## src/rtl/t5_wbarb.sv

```systemverilog
// Two-master Wishbone arbiter: iwb/dwb share one memory port, alternating on ties,
// with a per-transaction watchdog that force-completes hung cycles and flags bus_err.
module t5_wbarb #(
  parameter int unsigned TMO = 256
) (
  input  logic        sys_clk,
  input  logic        sys_rst,
  input  logic        sys_ena,
  input  logic [29:0] iwb_adr,
  input  logic [3:0]  iwb_sel,
  input  logic        iwb_stb,
  input  logic        iwb_wre,
  output logic [31:0] iwb_dat,
  output logic        iwb_ack,
  input  logic [29:0] dwb_adr,
  input  logic [31:0] dwb_dto,
  input  logic [3:0]  dwb_sel,
  input  logic        dwb_stb,
  input  logic        dwb_wre,
  output logic [31:0] dwb_dti,
  output logic        dwb_ack,
  output logic [29:0] mwb_adr,
  output logic [31:0] mwb_dto,
  output logic [3:0]  mwb_sel,
  output logic        mwb_stb,
  output logic        mwb_wre,
  input  logic [31:0] mwb_dti,
  input  logic        mwb_ack,
  input  logic        err_clr,
  output logic        bus_err,
  output logic [29:0] err_adr
);

  typedef enum logic [1:0] {IDLE, IGNT, DGNT} state_t;

  localparam logic [15:0] TMO_LAST = 16'(TMO - 1);
  localparam bit          WDOG_EN  = (TMO != 0);

  state_t      state, state_nx;
  logic        last;   // 1: dwb held the most recent grant
  logic [15:0] wcnt;
  logic        g_i, g_d, tmo_hit, done;

  assign g_i = (state == IGNT);
  assign g_d = (state == DGNT);

  always_comb begin
    mwb_adr = '0;
    mwb_dto = '0;
    mwb_sel = '0;
    mwb_stb = 1'b0;
    mwb_wre = 1'b0;
    if (g_i) begin
      mwb_adr = iwb_adr;
      mwb_sel = iwb_sel;
      mwb_stb = iwb_stb;
      mwb_wre = iwb_wre;
    end else if (g_d) begin
      mwb_adr = dwb_adr;
      mwb_dto = dwb_dto;
      mwb_sel = dwb_sel;
      mwb_stb = dwb_stb;
      mwb_wre = dwb_wre;
    end
  end

  // A real slave ack in the expiry cycle takes precedence over the watchdog.
  assign tmo_hit = WDOG_EN && mwb_stb && !mwb_ack && (wcnt == TMO_LAST);
  assign done    = mwb_stb & (mwb_ack | tmo_hit);

  assign iwb_ack = g_i & done;
  assign dwb_ack = g_d & done;
  assign iwb_dat = (g_i & tmo_hit) ? '0 : mwb_dti;
  assign dwb_dti = (g_d & tmo_hit) ? '0 : mwb_dti;

  always_comb begin
    state_nx = state;
    case (state)
      IDLE: begin
        if (sys_ena) begin
          if (iwb_stb && dwb_stb) state_nx = last ? IGNT : DGNT;
          else if (iwb_stb)       state_nx = IGNT;
          else if (dwb_stb)       state_nx = DGNT;
        end
      end
      IGNT, DGNT: begin
        // A dropped strobe aborts the transaction without an ack.
        if (!mwb_stb || done) state_nx = IDLE;
      end
      default: state_nx = IDLE;
    endcase
  end

  always_ff @(posedge sys_clk or posedge sys_rst) begin
    if (sys_rst) begin
      state   <= IDLE;
      last    <= 1'b0;
      wcnt    <= '0;
      bus_err <= 1'b0;
      err_adr <= '0;
    end else begin
      state <= state_nx;
      if (state == IDLE && state_nx != IDLE) begin
        last <= (state_nx == DGNT);
        wcnt <= '0;
      end else if (state != IDLE && !mwb_ack) begin
        wcnt <= wcnt + 16'd1;
      end
      if (tmo_hit) begin
        bus_err <= 1'b1;
        if (!bus_err) err_adr <= mwb_adr;
      end else if (err_clr) begin
        bus_err <= 1'b0;
      end
    end
  end

endmodule

```

## config.mk

```make
export PLATFORM = sky130hd
export DESIGN_NAME = t5_wbarb
export DESIGN_NICKNAME = d
export VERILOG_FILES = /design/src/rtl/t5_wbarb.sv
export SDC_FILE = /design/constraint.sdc
export NUM_CORES = 1
export LEC_CHECK = 0
export CAP_MARGIN = 20
export CELL_PAD_IN_SITES_DETAIL_PLACEMENT = 1
export CELL_PAD_IN_SITES_GLOBAL_PLACEMENT = 1
export CORE_MARGIN = 2
export CORE_UTILIZATION = 19
export DETAILED_ROUTE_END_ITERATION = 16
export PLACE_DENSITY = 0.88
export SLEW_MARGIN = 0
export SYNTH_ARGS = -nofsm -noshare
export SYNTH_HDL_FRONTEND = slang
export SYNTH_SLANG_ARGS = --single-unit
```

## constraint.sdc

```tcl
create_clock -name sys_clk -period 2.3 [get_ports sys_clk]
set_input_delay 0.46 -clock sys_clk [delete_from_list [all_inputs] [get_ports sys_clk]]
set_output_delay 0.46 -clock sys_clk [all_outputs]
set_load 0.02 [all_outputs]
```

## Word level (Yosys, flattened, before mapping)

Index checks and enable logic that the tools add are counted.

- Register bits after elaboration: 50
- Input bits: 141
- Output and inout bits: 165

- Add/sub/neg operators: 1
- Eq/ne operators: 4
- Multiplexer cells: 23
- Bitwise gates (word level): 7
- Reductions and logical operators: 15

Operators with widths:

| cell | count |
|---|---|
| two-way mux 32 bit | 4 |
| two-way mux 30 bit | 2 |
| two-way mux 16 bit | 2 |
| adder 16 x 1 -> 16 bit (second input constant) | 1 |
| equality test 16 x 8 -> 1 bit (second input constant) | 1 |
| two-way mux 2 bit | 6 |
| two-way mux 4 bit | 2 |
| nonzero test 2 bit | 4 |
| two-way mux 1 bit | 6 |
| bitwise AND 1 bit | 5 |
| logical AND 1 bit | 5 |
| equality test 2 bit (second input constant) | 2 |
| one-hot mux 2 bit (2 select lines) | 1 |
| equality test 2 x 1 -> 1 bit (second input constant) | 1 |
| logical NOT 1 bit | 2 |
| logical NOT 2 bit | 1 |
| AND reduction 2 bit | 1 |
| OR reduction 2 bit | 1 |
| logical OR 1 bit | 1 |
| NOT 1 bit | 1 |
| bitwise OR 1 bit | 1 |

## Longest topological paths before layout

- Word-level depth: 13
- Gate-level depth with buffers: 7
- Depth with buffers taken out: 7

## Worst setup path before layout

OpenSTA, ideal clock, no wires.

- Kind: register to output
- Start point: reg state[1]
- End point: out dwb_dti[10]
- Arrival time: 1.956 ns
- Setup slack: -0.116 ns
- Stages on the path, launching flop included: 8
- Cell sequence: dfrtp_1 inv_1 ha_1 nand3b_1 and2_0 or4b_4 buf_6 and2_1

- Cells in the longest elaborated chain, start to end: 7
- Elaborated cells between the ends (all ways): 8
- Those cells by class: 2 x eq/ne; 3 x mux; 1 x bitwise; 2 x reduce/logical

RTL lines:

| item | line | source |
|---|---|---|
| start, declared | 39 | `state_t state, state_nx;` |
| start signal, assigned | 102 | `state <= state_nx;` |
| equality test 2 bit | 45 | `assign g_d = (state == DGNT);` |
| two-way mux 1 bit | 58 | `end else if (g_d) begin` |
| two-way mux 1 bit | 53 | `if (g_i) begin` |
| logical AND 1 bit (2 in a row) | 68 | `assign tmo_hit = WDOG_EN && mwb_stb && !mwb_ack && (wcnt == TMO_LAST);` |
| bitwise AND 1 bit * | 74 | `assign dwb_dti = (g_d & tmo_hit) ? '0 : mwb_dti;` |
| two-way mux 32 bit * | 74 |  |
| end, declared | 20 | `output logic [31:0] dwb_dti,` |

Mark *: on every way between the ends. The rest lies on a longest branch, timed or not.

## Final worst setup path

- Start point: in dwb_stb
- End point: out dwb_dti[5]

- Cells in the longest elaborated chain, start to end: 6

RTL lines:

| item | line | source |
|---|---|---|
| start, declared | 18 | `input logic dwb_stb,` |
| two-way mux 1 bit | 58 |  |
| two-way mux 1 bit | 53 |  |
| logical AND 1 bit (2 in a row) | 68 |  |
| bitwise AND 1 bit | 74 |  |
| two-way mux 32 bit | 74 |  |

No other way between the ends.

==> metrics.txt <==
Worst Setup Start Kind=input pin; syn avg cell area=9.848 um2; PortBufs=305; antenna violations before repair=2; count of different cell masters after synthesis=42; Synth async-reset ratio=100.0%; crit-path cells=clkdlybuf4s50_1 > nand3b_1 > buf_4 > and2_4 > or4b_4 > and2_4 > buf_6; P_leak=3.838 nW; crit path DAT=2370 ps; worst-margin pin slew=473.7 ps; clk slew on worst S/H paths=70 ps; CTS sink count=50; total gr overflow=0; vias in the first global route=4692; Top cell by count, worst path=and2_4; post-synthesis net count=486; PD cells=743.7 nW/um2; Routed WL per cell=22.75 um; DIE AREA=18700 um2; RePlAce Congestion=0.7845; Final #Nets=882; slowest CP cell=or4b_4; Top FF cell, synth=dfrtp_1; final-report max-slew violation count=0; Die W=136.8 um; Synth top area share=37.37%; Initial Util=19.43%; worst reg2reg setup slack=70 ps; total track usage=20.11%; DRC Markers=0; worst r2r dst=err_adr[2]; most frequent cell after synthesis=and2_1; fin crit period=2826 ps; largest net degree at the start of global routing=51; relative slew slack=68.37%; TritonCTS Buffers=5; DP HPWL=12.76 mm; Vias=4428; CP Data Required Time=1840 ps; largest stage delay on the critical path=620 ps; outcome=complete, but fails checks; Synth area leader=dfrtp_1; worst vdd ir=0.3501 mV; FMAX=0.3539 GHz; synthesis-to-layout area growth=146.6%; Syn Inst Count=340; synth top area cells=dfrtp_1, and2_1, mux2_2; Via-to-Cell Ratio=4.598; Max clock buf depth=2; first-pass GRT wire length=28.18 mm; crit path capture type=primary output; Hold Crit Class=input pin to async pin; Boundary Pins=306; Setup-failing EPs final=133; Seq/Total Area, Yosys=37.37%; final worst setup slack=-525.7 ps; Setup WS pre-CTS=-884.4 ps; FP Rows=48; Design Power=6.142 mW; worst reg2reg path depth=9; WL final=21.91 mm; CTS tree=yes; number of max-cap violations=0; later-pin clock latency in the skew report=300 ps; 1st-iter DRT viols=90; Synth Cell Area=3348 um2; H-tree levels=2; Die Height=136.8 um; skew final=7.335 ps; clock root buffer=clkbuf_16; #FFs+latches synth=50; Worst Path Max Fanout=8; Yosys warnings=0; Post-synth top cells=and2_1, dfrtp_1, a22o_1, mux2_2; worst r2r src=wcnt[1]; post-route ant nets=0; share of post-route cells with drive strength above 1=51.70%; RSZ-0062 raised after global routing=true; failing checks=setup timing; Setup Crit Path Kind=input pin to primary output; share of the cycle needed by the critical path after routing=122.9%; Post-synth EDFFs=0; count of final hold-check violations=0; core area=17240 um2; DR pass1 iterations=4
where the power goes:
| group | internal (mW) | switching (mW) | total (mW) |
|---|---|---|---|
| logic | 2.27 | 2.13 | 4.40 |
| clock network | 0.411 | 0.378 | 0.788 |
| registers | 0.918 | 0.0323 | 0.950 |
area by class of cell:
type | count | area, um2
Fill cell | 1885 | 8979
Timing Repair Buffer | 405 | 4094
Multi-Input combinational cell | 265 | 2445
Sequential cell | 50 | 1251
Tap cell | 225 | 281.5
Clock buffer | 5 | 125.1
Inverter | 9 | 33.78
Clock inverter | 3 | 25.02
Antenna cell | 1 | 2.502
how the worst max path moves through the flow:
stage	slack, ps	endpoint	start
5_1_grt	-600	iwb_dat[7]	wcnt[1]
6_report	-530	dwb_dti[5]	dwb_stb
3_3_place_gp	-810	dwb_dti[0]	dwb_stb
2_1_floorplan	-10	iwb_dat[12]	state[1]
4_1_cts	-530	dwb_dti[13]	state[0]
3_5_place_dp	-880	dwb_dti[19]	dwb_stb
metal layers:
layer | global-route usage [%] | vias to the layer above | part of all wire [%]
met4 | 9.028 | 0 | 4.2
met2 | 37.33 | 226 | 51
met1 | 20.44 | 2156 | 37
li1 | - | 2011 | -
met5 | 0 | - | 0
met3 | 6.370 | 35 | 8.1
worst max-delay path, delay by kind of cell:
family	cells	cell delay (ps)
simple gates	4	1100
buf+inv	3	790
metrics by stage:
step	cells	utilization, %	setup TNS [ps]	area, um2	hold WS, ps
floorplan	340	-	-381.1	3433	484.5
global placement	903	41.34	-68560	7126	469.3
detailed placement	903	41.34	-74560	7126	489.3
CTS	936	44.02	-45410	7587	506.4
global route	963	47.91	-55680	8258	530.5
finish	963	47.91	-45120	8258	501.7
registers in the layout (all words and copies together) (netlist names):
| register | cells |
|---|---|
| state | 2 |
| bus_err | 1 |
| last | 1 |
| wcnt | 16 |
| err_adr | 30 |
placed cells by master, fill, tap and decap left out, types with 2 or more instances in the layout:
cell type	synthesis	routed
o21ai_0	6	6
a21oi_1	9	9
inv_1	9	5
and2_1	98	29
nand3_1	4	4
mux2_2	29	8
clkdlybuf4s50_1	0	170
buf_4	0	123
ha_2	0	2
ha_1	5	2
inv_2	0	4
and2_4	0	71
nor2_1	12	10
xor2_1	5	5
and4_1	3	3
or4_1	3	3
a22o_4	0	13
nor2_4	0	2
buf_8	0	2
or4b_4	2	8
clkbuf_16	0	13
a22o_1	35	22
o32ai_1	2	2
or3_1	4	4
o31ai_1	3	3
mux2_4	0	22
a32oi_1	3	3
dfrtp_1	50	50
nor4_4	1	2
buf_6	6	90
xnor2_1	2	2
nand4_1	4	4
buf_12	0	9
nand2_1	12	12
repair_timing:
action / in CTS / in global routing
pin swaps: 69 / 20
hold buffers: 0 / 0
setup buffers: 16 / 18
gates cloned: 9 / 10
gates resized for setup: 730 / 124
endpoints found under the setup margin: 134 / 171
cell families after synthesis:
group                      count (synthesis)  synth area share [%]
AOI/OAI and AO/OA                         62                 14.57
adders and majority gates                  5                 1.868
DFF                                       50                 37.37
and+or+nand+nor                          154                 29.19
buffers and inverters                     32                 5.082
muxes                                     30                 10.09
xor gates and xnor gates                   7                 1.831
Power figures use the tool's default switching activity.
